`src/rtl/lsu_pkg.sv`:
```
// Shared types and constants for the load/store stage: FSM encoding, op
// classification and default timeout.
package lsu_pkg;

  localparam int XLEN                   = 32;
  localparam int REG_AW                 = 5;
  localparam int TIMEOUT_CYCLES_DEFAULT = 16;

  typedef enum logic [1:0] {
    IDLE = 2'd0,
    WAIT = 2'd1,
    RESP = 2'd2
  } lsu_state_t;

  typedef enum logic [1:0] {
    OP_ALU   = 2'd0,
    OP_LOAD  = 2'd1,
    OP_STORE = 2'd2
  } lsu_op_t;

  // A malformed op flagged as both load and store is executed as a load.
  function automatic lsu_op_t decode_op(input logic is_load, input logic is_s_instr);
    lsu_op_t op;
    op = OP_ALU;
    if (is_load) begin
      op = OP_LOAD;
    end else if (is_s_instr) begin
      op = OP_STORE;
    end
    return op;
  endfunction

endpackage

```
`src/rtl/lsu_timeout_ctr.sv`:
```
// Watchdog for the memory wait state: counts cycles while run is high and
// flags the last permitted cycle. Only built when LSU_TIMEOUT_EN is defined.
module lsu_timeout_ctr #(
  parameter int unsigned LIMIT = 16
) (
  input  logic clk,
  input  logic reset,
  input  logic run,
  output logic expired
);

  localparam int unsigned   CW   = (LIMIT > 1) ? $clog2(LIMIT) : 1;
  localparam logic [CW-1:0] LAST = CW'(LIMIT - 1);

  logic [CW-1:0] count;

  // Saturates at LAST so a stalled consumer cannot wrap the count.
  always_ff @(posedge clk) begin
    if (reset || !run) begin
      count <= '0;
    end else if (count != LAST) begin
      count <= count + CW'(1);
    end
  end

  assign expired = run && (count == LAST);

endmodule

```
`src/rtl/lsu_stage.sv`:
```
// Single-outstanding load/store stage: accepts one op, performs at most one
// data-memory access, then emits a one-cycle writeback. Optional macro
// LSU_TIMEOUT_EN aborts a memory access that is not acknowledged in time.
module lsu_stage
  import lsu_pkg::*;
#(
  parameter int unsigned TIMEOUT_CYCLES = TIMEOUT_CYCLES_DEFAULT
) (
  input  logic              clk,
  input  logic              reset,
  input  logic              in_valid,
  output logic              in_ready,
  input  logic              is_load,
  input  logic              is_s_instr,
  input  logic [XLEN-1:0]   alu_result,
  input  logic [XLEN-1:0]   store_data,
  input  logic [REG_AW-1:0] rd_in,
  output logic              mem_req,
  output logic              mem_we,
  output logic [XLEN-1:0]   mem_addr,
  output logic [XLEN-1:0]   mem_wdata,
  input  logic              mem_ack,
  input  logic [XLEN-1:0]   mem_rdata,
  output logic              wb_valid,
  output logic              wb_en,
  output logic [REG_AW-1:0] wb_rd,
  output logic [XLEN-1:0]   wb_data,
  output logic              err
);

  if (TIMEOUT_CYCLES == 0) begin : g_bad_timeout
    $error("lsu_stage: TIMEOUT_CYCLES must be nonzero");
  end

  lsu_state_t        state;
  lsu_state_t        state_next;
  lsu_op_t           op_q;
  logic [XLEN-1:0]   addr_q;
  logic [XLEN-1:0]   wdata_q;
  logic [XLEN-1:0]   rdata_q;
  logic [REG_AW-1:0] rd_q;
  logic              accept;
  logic              ack_in_wait;
  logic              timeout_hit;
  logic              err_flag;

  assign in_ready    = (state == IDLE) && !reset;
  assign accept      = in_valid && in_ready;
  assign ack_in_wait = (state == WAIT) && mem_ack;

`ifdef LSU_TIMEOUT_EN
  logic err_q;

  lsu_timeout_ctr #(
    .LIMIT (TIMEOUT_CYCLES)
  ) u_timeout_ctr (
    .clk     (clk),
    .reset   (reset),
    .run     (state == WAIT),
    .expired (timeout_hit)
  );

  // An ack arriving on the final permitted cycle still wins over the abort.
  always_ff @(posedge clk) begin
    if (reset || accept) begin
      err_q <= 1'b0;
    end else if ((state == WAIT) && !mem_ack && timeout_hit) begin
      err_q <= 1'b1;
    end
  end

  assign err_flag = err_q;
`else
  assign timeout_hit = 1'b0;
  assign err_flag    = 1'b0;
`endif

  always_ff @(posedge clk) begin
    if (reset) begin
      state <= IDLE;
    end else begin
      state <= state_next;
    end
  end

  // Operand capture at accept; load data is cleared so an aborted load
  // never writes back data left over from an earlier access.
  always_ff @(posedge clk) begin
    if (reset) begin
      op_q    <= OP_ALU;
      addr_q  <= '0;
      wdata_q <= '0;
      rdata_q <= '0;
      rd_q    <= '0;
    end else begin
      if (accept) begin
        op_q    <= decode_op(is_load, is_s_instr);
        addr_q  <= alu_result;
        wdata_q <= store_data;
        rd_q    <= rd_in;
        rdata_q <= '0;
      end
      if (ack_in_wait) begin
        rdata_q <= mem_rdata;
      end
    end
  end

  always_comb begin
    state_next = state;
    mem_req    = 1'b0;
    mem_we     = 1'b0;
    mem_addr   = '0;
    mem_wdata  = '0;
    wb_valid   = 1'b0;
    wb_en      = 1'b0;
    wb_rd      = '0;
    wb_data    = '0;
    err        = 1'b0;

    unique case (state)
      IDLE: begin
        if (accept) begin
          state_next = (decode_op(is_load, is_s_instr) == OP_ALU) ? RESP : WAIT;
        end
      end
      WAIT: begin
        mem_req   = 1'b1;
        mem_we    = (op_q == OP_STORE);
        mem_addr  = addr_q;
        mem_wdata = wdata_q;
        if (mem_ack || timeout_hit) begin
          state_next = RESP;
        end
      end
      RESP: begin
        wb_valid   = 1'b1;
        wb_rd      = rd_q;
        wb_data    = (op_q == OP_LOAD) ? rdata_q : addr_q;
        wb_en      = (op_q != OP_STORE) && (rd_q != '0) && !err_flag;
        err        = err_flag;
        state_next = IDLE;
      end
      default: begin
        state_next = IDLE;
      end
    endcase
  end

endmodule

```
`config.mk`:
```
export PLATFORM = sky130hd
export DESIGN_NAME = lsu_stage
export DESIGN_NICKNAME = d
export VERILOG_FILES = /design/src/rtl/lsu_pkg.sv /design/src/rtl/lsu_timeout_ctr.sv /design/src/rtl/lsu_stage.sv
export SDC_FILE = /design/constraint.sdc
export NUM_CORES = 1
export LEC_CHECK = 0
export ABC_CLOCK_PERIOD_IN_PS = 2210
export CORE_MARGIN = 2
export CORE_UTILIZATION = 42
export DETAILED_ROUTE_END_ITERATION = 12
export MAX_ROUTING_LAYER = met4
export PLACE_DENSITY_LB_ADDON = 0.3
export RECOVER_POWER = 100
export SLEW_MARGIN = 30
export SYNTH_ARGS = -nofsm -noshare
export SYNTH_HDL_FRONTEND = slang
export SYNTH_SLANG_ARGS = --single-unit
```
`constraint.sdc`:
```
create_clock -name clk -period 2.21 [get_ports clk]
set_clock_uncertainty 0.15 [all_clocks]
set_input_delay 0.5525 -clock clk [delete_from_list [all_inputs] [get_ports clk]]
set_output_delay 0.5525 -clock clk [all_outputs]
set_load 0.005 [all_outputs]
```
# ---- After elaboration in Yosys (flattened, before gate mapping)
# Cells that the tools add are included.
dict set report op_classes {
  muxes 19
  reduce_logical 10
  div_mod_pow 0
  order_cmp 0
  add_sub_neg 0
  bitwise_logic 0
  mul 0
  shifts 0
  eq_ne 7
}
# operator count
set ops {}
lappend ops {{2-to-1 mux 32 bit} 6}
lappend ops {{2-to-1 mux 2 bit} 7}
lappend ops {{inequality test 2 bit, second input constant} 3}
lappend ops {{2-to-1 mux 5 bit} 1}
lappend ops {{nonzero test 5 bit} 1}
lappend ops {{equality test 2 x 1 -> 1 bit, second input constant} 2}
lappend ops {{equality test 2 bit, second input constant} 2}
lappend ops {{logical AND 1 bit} 4}
lappend ops {{logical NOT 2 bit} 2}
lappend ops {{2-to-1 mux 1 bit} 4}
lappend ops {{case mux 2 bit (2 select lines)} 1}
lappend ops {{AND reduction 2 bit} 1}
lappend ops {{nonzero test 2 bit} 1}
lappend ops {{logical NOT 1 bit} 1}
dict set report word_totals {
  mem_count 0
  inputBits 107
  latchBits 0
  ram_bits 0
  output_inout_bits 107
  romBits 0
  register_bits 105
}

# ---- Depth between registers and ports, before layout
# Gate-level depths: netlist (run 1).
dict set report depth {
  depth_word 9
  mapped_depth 6
}

# ---- Least setup slack after synthesis (run 1)
# No wires, ideal clock.
dict set report synth_timing {
  kind {flip-flop to output port}
  startpoint {register state[0]}
  endpoint {output mem_addr[0]}
  setup_slack_ns 0.274
  required_time_ns 1.507
  stages_incl_launch_ff 6
  arrival_time_ns 1.233
  path_cell_list {dfxtp_1 -> clkbuf_2 -> nor2b_4 -> buf_1 -> clkbuf_1 -> and2_1}
}
dict set report synth_via {
  elab_chain_cells 2
}
# element line_no
set synth_lines {}
lappend synth_lines {{start, declared} lsu_stage.sv:35} ;# lsu_state_t state;
lappend synth_lines {{start signal, assigned} lsu_stage.sv:82} ;# state <= state_next;
lappend synth_lines {{equality test 2 x 1 -> 1 bit} lsu_stage.sv:121} ;# unique case (state)
lappend synth_lines {{2-to-1 mux 32 bit} lsu_stage.sv:121}
lappend synth_lines {{end, declared} lsu_stage.sv:20} ;# output logic [XLEN-1:0] mem_addr,
# Every way passes these cells.

# ---- Final worst setup path (run 1)
dict set report layout_timing {
  startpoint {register state[0]}
  endpoint {output mem_wdata[17]}
}
dict set report layout_via {
  elab_chain_cells 2
}
# element line_no
set layout_lines {}
lappend layout_lines {{equality test 2 x 1 -> 1 bit} lsu_stage.sv:121}
lappend layout_lines {{2-to-1 mux 32 bit} lsu_stage.sv:121}
lappend layout_lines {{end, declared} lsu_stage.sv:21} ;# output logic [XLEN-1:0] mem_wdata,
# Every way passes these cells.

==> results_dict.tcl, run 1 <==
set metrics [dict create \
    synthDominantCellAreaShare_pct 44.8 \
    min_path_type "register to register" \
    synth_compound_area_share_pct 17.6 \
    final_cells 989 \
    power_leakage_nw 3.60 \
    hold_viol 0 \
    syn_area_um2 4690 \
    grt_overflow 0 \
    setup_slack_ns -0.200 \
    clock_path_buffers 2 \
    synthAdderAreaFrac_pct 0 \
    grt_max_degree 43 \
    numCtsBuffers 9 \
    drc 0 \
    syn_inst 588 \
    timing.reg2reg.setup_slack_ns 0.21 \
    nets 951 \
    core_um2 10900 \
    peakVddDrop_mv 0.384 \
    power.density_nw_per_um2 501 \
    yosys_warnings 0 \
    required_ns 1.51 \
    avgSynthCellArea_um2 7.98 \
    drv_slew 0 \
    antenna_found_initial 0 \
    antenna_left 0 \
    cts-htree-levels 3 \
    cp_cell_sequence "nor2b_4, buf_6, buf_12, buf_16, buf_8, buf_6, and2_4, buf_6" \
    dp.cells 914 \
    portBuffers 212 \
    grtUsageTotal_pct 28.3 \
    die_x_um 110 \
    ys_seq_elements 105 \
    first_pass_iters 5 \
    status "finished, violations left" \
    grt_pass1_wl_um 25300 \
    drv_cap 0 \
    worstSetupPathType "register to output pin" \
    dpl.hpwl_um 9980 \
    rsz0062_at_grt "true" \
    ioPinCount 214 \
    slowest_delay_ns 0.34 \
    insertion_delay_ns 0.38 \
    wl_um 17800 \
    yosys.area_share.simple_pct 31.9 \
    synth_xor_xnor_area_share_pct 0 \
    synthToLayoutAreaGrowth_pct 75.6 \
    start_util_pct 43.1 \
    synth_cell_types 27 \
    antenna_cells 0 \
    preCtsSetupSlack_ns -0.0793 \
    grt_pass1_vias 4997 \
    cp_data_arrival_time_ns 1.71 \
    vias 5164 \
    fin_crit_ns 2.41 \
    whs_ns 0.322 \
    cp-end-kind "output pin" \
    final_common_cell "clkdlybuf4s50_1" \
    synthesis.nets 695 \
    yosysSeqAreaShare_pct 44.8 \
    cpMostUsedCell "buf_6" \
    ctsRootBufferMaster "clkbuf_8" \
    setup_viol 82 \
    die-area_um2 12000 \
    r2r-end "rdata_q[26]$_SDFFE_PP0P_" \
    layout-drive-gt1-share_pct 37.6 \
    r2r_start "state[0]$_SDFFE_PP0P_" \
    row_count 38 \
    drtIter0Drc 320 \
    violations "setup timing" \
    cts_tree "done" \
    fmaxAchievable_ghz 0.415 \
    clk_pin_slew_worst_paths_ns 0.11 \
    wl_per_cell_um 18.0 \
    layout_common_cells "105 x clkdlybuf4s50_1, 102 x nand2_1, 101 x dfxtp_1, 72 x nand2b_1, 61 x buf_6" \
    crit_path_start "state[0]$_SDFFE_PP0P_" \
    yosysTopAreaCell "dfxtp_1" \
    critPathCapture "mem_wdata[17]" \
    hold_buffers 0 \
    cp_slowest_cell "dfxtp_2" \
    muxShareOfSynthArea_pct 0.240 \
    synth_top_family_by_area "simple AND/OR/NAND/NOR gates" \
    setup.worst_path.start_class "register" \
    finalCritPeriodShare_pct 109 \
    r2r_cells 9 \
    ys_top_cells_by_area "dfxtp_1 45%, nand2_1 11%, nand2b_1 9.9%" \
    die_y_um 110 \
    crit_fanout 6 \
    cts_sinks 105 \
    vias_per_cell 5.22 \
    place_congestion 0.788 \
]
==> state kept, by name (all words and copies together) (netlist names) <==
register / flops
rd_q: 5
wdata_q: 32
op_q: 2
rdata_q: 32
state: 2
addr_q: 32
==> cell type report <==
class                   instances  area, µm²
multi-input cells             431       2780
inverters                       2       10.0
fillers                       767       2650
repair buffers                295       2990
clock buffers                  10        128
clock inverters                 6       42.5
well taps                     140        175
flip-flops and latches        105       2110
==> metal layers <==
layer | GRT usage (%) | vias to the layer above | part of all wire, %
met1 | 32.9 | 2419 | 39
li1 | - | 2430 | -
met4 | 11.9 | 0 | 4.3
met5 | - | - | 0
met3 | 6.58 | 61 | 8.0
met2 | 46.9 | 254 | 48
==> worst max-delay path: cells and delay by family (launching register included) <==
kind / cells / cell delay [ns]
buf+inv: 6 / 0.70
flops: 1 / 0.34
simple gates: 2 / 0.27
==> how the worst min path moves through the flow <==
stage / slack (ns) / startpoint / end / cells after the start
5_1_grt: 0.34 / wdata_q[4]$_SDFFE_PP0P_ / wdata_q[4]$_SDFFE_PP0P_ / 2
3_5_place_dp: 0.31 / wdata_q[31]$_SDFFE_PP0P_ / wdata_q[31]$_SDFFE_PP0P_ / 2
4_1_cts: 0.32 / wdata_q[31]$_SDFFE_PP0P_ / wdata_q[31]$_SDFFE_PP0P_ / 2
2_1_floorplan: 0.29 / wdata_q[31]$_SDFFE_PP0P_ / wdata_q[31]$_SDFFE_PP0P_ / 2
6_report: 0.32 / wdata_q[31]$_SDFFE_PP0P_ / wdata_q[31]$_SDFFE_PP0P_ / 2
3_3_place_gp: 0.30 / wdata_q[7]$_SDFFE_PP0P_ / wdata_q[7]$_SDFFE_PP0P_ / 2
==> power by group <==
group          internal (mW)  switching (mW)  total (mW)
Clock                  0.415           0.680        1.09
Sequential              2.00          0.0884        2.09
Combinational          0.545           0.393       0.938
==> cell families after synthesis <==
group,count (synthesis)
buffers and inverters,52
other,1
flip-flops,105
AO/OA/AOI/OAI,140
multiplexers,1
AND/OR/NAND/NOR,289
==> per-stage QoR <==
step / util, % / TNS (ns) / total power [mW] / cell area (µm²)
finish: 75.7 / -5.43 / 4.13 / 8240
global route: 75.7 / -12.00 / 4.30 / 8240
CTS: 71.6 / -4.51 / 4.04 / 7800
detailed placement: 64.4 / -0.121 / 2.74 / 7010
global placement: 64.4 / 0 / 2.72 / 7010
floorplan: - / 0 / 2.37 / 4690
==> cell usage after synthesis (all sizes together) <==
| master | instances |
|---|---|
| dfxtp | 105 |
| mux2 | 1 |
| nand2b | 74 |
| and3b | 1 |
| a211oi | 1 |
| clkbuf | 34 |
| buf | 16 |
| conb | 1 |
| nand3b | 1 |
| a21oi | 36 |
| nor4b | 2 |
| nand2 | 134 |
| nor2b | 3 |
| o21ai | 71 |
| nor2 | 1 |
| nor3 | 3 |
| inv | 2 |
| and2 | 70 |
| a22o | 32 |
==> what timing repair did <==
action / in CTS / in global routing
gates resized for setup: 471 / 168
pin swaps: 25 / 42
hold endpoints to repair: 0 / 0
endpoints found under the setup margin: 106 / 102
cloned: 11 / 3
buffers inserted: 40 / 12
(Power assumes the default switching activity.)
==> run 2: changes to the inputs <==
- CORE_UTILIZATION: 42 -> 43
- CTS_BUF_LIST: not set -> sky130_fd_sc_hd__clkbuf_4 sky130_fd_sc_hd__clkbuf_8
==> results_dict.tcl, run 2 (synthesis gave the netlist of run 1 again) <==
set metrics [dict create \
    insertion_delay_ns 0.35 \
    crit_path_start "op_q[0]$_SDFFE_PP0P_" \
    clock_path_buffers 2 \
    hold_viol 0 \
    core_um2 10700 \
    ioPinCount 214 \
    die_y_um 108 \
    fin_util_pct 72.4 \
    preCtsSetupSlack_ns -0.00661 \
    clk_pin_slew_worst_paths_ns 0.09 \
    power_leakage_nw 3.35 \
    peakVddDrop_mv 0.443 \
    violations "setup timing" \
    clkPwrFrac_pct 26.3 \
    power_frac_seq_pct 52.8 \
    grtUsageTotal_pct 27.8 \
    crit_fanout 8 \
    antenna_found_initial 0 \
    vias_per_cell 5.22 \
    wl_per_cell_um 17.5 \
    layout_common_cells "117 x nand2_1, 104 x clkdlybuf4s50_1, 101 x dfxtp_1, 72 x nand2b_1, 56 x buf_2" \
    grt_max_degree 51 \
    first_pass_iters 5 \
    synthToLayoutAreaGrowth_pct 65.9 \
    drv_slew 0 \
    die-area_um2 11800 \
    min_path_type "register to register" \
    drc 0 \
    wl_um 16900 \
    r2r_start "state[0]$_SDFFE_PP0P_" \
    required_ns 1.51 \
    finalSetupTns_ns -0.970 \
    rsz0062_at_grt "true" \
    grt_overflow 0 \
    fmaxAchievable_ghz 0.436 \
    cts-htree-levels 3 \
    final_common_cell "nand2_1" \
    grt_pass1_wl_um 24600 \
    fin_crit_ns 2.29 \
    numCtsBuffers 9 \
    cts_sinks 105 \
    finalCritPeriodShare_pct 104 \
    place_congestion 0.893 \
    p_comb_share_pct 20.9 \
    critPathCapture "wb_data[7]" \
    portBuffers 212 \
    layout-drive-gt1-share_pct 31.9 \
    top_regs "addr_q: 32 flops, rdata_q: 32 flops, wdata_q: 32 flops" \
    vias 5045 \
    drv_cap 0 \
    slew_headroom_pct 61.5 \
    drtIter0Drc 363 \
    dpl.hpwl_um 9950 \
    antenna_left 0 \
    worstSetupPathType "register to output pin" \
    row_count 38 \
    antenna_cells 0 \
    swShare_pct 26.6 \
    die_x_um 108 \
    power.density_nw_per_um2 507 \
    cts_tree "done" \
    r2r_cells 9 \
    setup.worst_path.start_class "register" \
    start_util_pct 43.7 \
    status "finished, violations left" \
    grt_pass1_vias 5003 \
    intPower_mw 2.90 \
    setup_slack_ns -0.0829 \
    p_sw_mw 1.05 \
    ctsRootBufferMaster "clkbuf_8" \
    timing.reg2reg.setup_slack_ns 0.11 \
    nets 931 \
    cp_data_arrival_time_ns 1.59 \
    r2r-end "rdata_q[22]$_SDFFE_PP0P_" \
    setup_viol 41 \
    cp-end-kind "output pin" \
    max_slew.worst_pin.slew_ns 0.577 \
    hold_buffers 0 \
]
run 2: cell types whose count changed in the layout (fill, tap and decap cells not counted), sizes merged, moves of 2 or more:
cell,delta
inv,-2
clkbuf,+16
buf,-46
dlygate4sd2,+7
clkdlybuf4s15,+5
run 2: cell type report:
| type | instances | area (µm²) |
|---|---|---|
| Fill cell | 809 | 2960 |
| Timing Repair Buffer | 275 | 2670 |
| Multi-Input combinational cell | 431 | 2660 |
| Sequential cell | 105 | 2110 |
| Tap cell | 140 | 175 |
| Clock buffer | 11 | 139 |
| Clock inverter | 3 | 20.0 |
| Inverter | 2 | 10.0 |
run 2: layer usage:
layer,vias to the layer above,part of all wire (%),GRT usage [%]
met5,-,0,-
met2,254,49,47.0
met1,2342,40,31.5
li1,2384,-,-
met4,0,4.0,11.2
met3,65,7.6,6.63
run 2: per-stage QoR:
step	std cells	hold slack [ns]	area, µm²	power (mW)
after floorplan	588	0.288	4690	2.37
after global placement	911	0.298	7000	2.72
after detailed placement	911	0.310	7000	2.75
after CTS	966	0.326	7690	3.94
after global routing	967	0.342	7780	4.12
final	967	0.324	7780	3.95
run 2: worst min path at each step:
stage	start	end	slack, ns	cells past startpoint
floorplan	wdata_q[31]$_SDFFE_PP0P_	wdata_q[31]$_SDFFE_PP0P_	0.29	2
CTS	wdata_q[31]$_SDFFE_PP0P_	wdata_q[31]$_SDFFE_PP0P_	0.33	2
global route	wdata_q[17]$_SDFFE_PP0P_	wdata_q[17]$_SDFFE_PP0P_	0.34	2
global placement	wdata_q[31]$_SDFFE_PP0P_	wdata_q[31]$_SDFFE_PP0P_	0.30	2
finish	wdata_q[3]$_SDFFE_PP0P_	wdata_q[3]$_SDFFE_PP0P_	0.32	2
detailed placement	wdata_q[31]$_SDFFE_PP0P_	wdata_q[31]$_SDFFE_PP0P_	0.31	2
run 2: critical path: stages, from the launching register on:
cell	delay, ns
dfxtp_2	0.36
nor2b_4	0.21
buf_6	0.16
buf_16	0.16
nand2_2	0.08
a21oi_2	0.14
buf_2	0.13
run 2: repair_timing:
item / 4_1_cts / 5_1_grt
buffers inserted: 32 / 5
pin swaps: 23 / 18
cloned: 9 / 4
gates resized for setup: 450 / 99
endpoints found under the setup margin: 106 / 99
run 2: power groups by stage:
stage	clock network [mW]	registers (mW)	logic, mW
2_1_floorplan	0	2.10	0.279
3_3_place_gp	0	2.11	0.611
3_5_place_dp	0	2.12	0.626
4_1_cts	1.06	2.08	0.805
5_1_grt	1.13	2.10	0.886
6_report	1.04	2.09	0.826
==> run 3: changes to the inputs <==
- ABC_CLOCK_PERIOD_IN_PS: 2210 -> 2700
- CAP_MARGIN: not set -> 20
- CORE_ASPECT_RATIO: not set -> 1.2
- CORE_UTILIZATION: 43 -> 46
- clock period: 2.21 -> 2.7 ns (I/O delays scaled with it)
==> results_dict.tcl, run 3 (synthesis gave the netlist of run 1 again) <==
set metrics [dict create \
    status "complete, no violations" \
    final_cells 925 \
    dp.cells 892 \
    cpMostUsedCell "buf_6" \
    vias 4751 \
    required_ns 1.88 \
    antenna_cells 0 \
    insertion_delay_ns 0.36 \
    portBuffers 212 \
    first_pass_iters 4 \
    p_sw_uw 830 \
    vias_per_cell 5.14 \
    nets 901 \
    fmaxAchievable_ghz 0.374 \
    grtUsageTotal_pct 26.6 \
    clkPwrFrac_pct 32.5 \
    start_util_pct 47.1 \
    layout-drive-gt1-share_pct 8.51 \
    cp-end-kind "output pin" \
    peakVddDrop_mv 0.297 \
    wl_um 15000 \
    grt_pass1_vias 4639 \
    fin_crit_ns 2.68 \
    power_frac_seq_pct 50.9 \
    cts-htree-levels 3 \
    grt_pass1_wl_um 22400 \
    swShare_pct 24.8 \
    hold_viol 0 \
    intPower_mw 2.52 \
    layout_common_cells "141 x clkdlybuf4s50_1, 134 x nand2_1, 101 x dfxtp_1, 73 x nand2b_1" \
    power.density_nw_per_um2 449 \
    dpl.hpwl_um 9690 \
    synthToLayoutAreaGrowth_pct 58.8 \
    crit_buf_inv 3 \
    grt_max_degree 58 \
    slew_headroom_pct 40.1 \
    p_comb_share_pct 16.6 \
    rsz0062_at_grt "true" \
    row_count 40 \
    ioPinCount 214 \
    clk_pin_slew_worst_paths_ns 0.09 \
    setup.worst_path.start_class "register" \
    cp_data_arrival_time_ns 1.85 \
    die_x_um 96.2 \
    grt_overflow 0 \
    hold_buffers 0 \
    place_congestion 0.837 \
    top_regs "addr_q: 32 flops, rdata_q: 32 flops, wdata_q: 32 flops" \
    crit_fanout 16 \
    final_area_um2 7450 \
    cp_cell_sequence "buf_6, nor2b_4, buf_6, and2_1, clkdlybuf4s50_1" \
    ctsRootBufferMaster "clkbuf_8" \
    worstSetupPathType "register to output pin" \
    cp_top_family "buffers and inverters" \
    max_slew.worst_pin.slew_ns 0.898 \
    antenna_left 0 \
    wl_per_cell_um 16.3 \
    clock_path_buffers 2 \
    fin_util_pct 74.8 \
    die_y_um 115 \
    cts_tree "done" \
    setup_slack_ns 0.0233 \
    numCtsBuffers 9 \
    core_um2 9960 \
    final_common_cell "clkdlybuf4s50_1" \
    antenna_found_initial 0 \
    drc 0 \
    min_path_type "register to register" \
    die-area_um2 11000 \
    placedInstanceArea_um2 6910 \
    drv_slew 0 \
    cts_sinks 105 \
    cp_slowest_cell "clkdlybuf4s50_1" \
    finalSetupTns_ns 0 \
    drv_cap 0 \
    finalCritPeriodShare_pct 99.1 \
    drtIter0Drc 227 \
    setup_viol 0 \
    slowest_delay_ns 0.53 \
    power_leakage_nw 3.52 \
    preCtsSetupSlack_ns 0.245 \
]
-- run 3: per-stage QoR --
stage | power (mW) | hold WS [ns]
floorplan | 1.94 | 0.288
global placement | 2.21 | 0.299
detailed placement | 2.23 | 0.314
CTS | 3.35 | 0.329
global route | 3.50 | 0.341
finish | 3.35 | 0.330
-- run 3: per-layer routing --
metal / GRT usage, % / vias up / routed length (µm) / part of all wire (%)
met1: 33.1 / 2208 / 6050 / 40
li1: - / 2324 / - / -
met4: 8.95 / 0 / 203 / 1.4
met2: 43.1 / 200 / 7580 / 50
met5: - / - / 0 / 0
met3: 5.20 / 19 / 1210 / 8.0
-- run 3: timing repair --
action / 4_1_cts / 5_1_grt
buffers inserted: 4 / 7
resized for setup: 51 / 47
cloned: 3 / 3
endpoints found under the hold margin: 0 / 0
setup endpoints to repair: 104 / 70
-- run 3: path summary, 6_finish.rpt --
kind                            cells after the start                       end                startpoint  slack, ns
worst min register to register                      2  wdata_q[14]$_SDFFE_PP0P_  wdata_q[14]$_SDFFE_PP0P_       0.33
worst max register to register                      5  wdata_q[30]$_SDFFE_PP0P_     state[0]$_SDFFE_PP0P_       0.44
worst min-delay path                                2  wdata_q[14]$_SDFFE_PP0P_  wdata_q[14]$_SDFFE_PP0P_       0.33
worst max-delay path                                5              mem_addr[31]     state[0]$_SDFFE_PP0P_       0.02
-- run 3: worst register-to-register path: cells and delay by family (launching register included) --
kind | cells | cell delay, ns
AOI/OAI and AO/OA | 1 | 0.26
DFF | 1 | 0.33
buffers and inverters | 3 | 1.01
and+or+nand+nor | 1 | 0.36
-- run 3: cell type report --
cell class                 count  area (µm²)
inverter                       2        7.51
tap                          126         158
sequential                   105        2110
fill                         758        2510
clock inverter                 5        78.8
multi-input combinational    431        2380
clock buffer                  11         145
timing repair buffer         245        2570
-- run 3: power groups by stage --
stage | logic (mW) | registers [mW] | clock network (mW)
floorplan | 0.228 | 1.71 | 0
global placement | 0.484 | 1.73 | 0
detailed placement | 0.495 | 1.74 | 0
CTS | 0.541 | 1.70 | 1.11
global route | 0.602 | 1.71 | 1.18
finish | 0.556 | 1.70 | 1.09
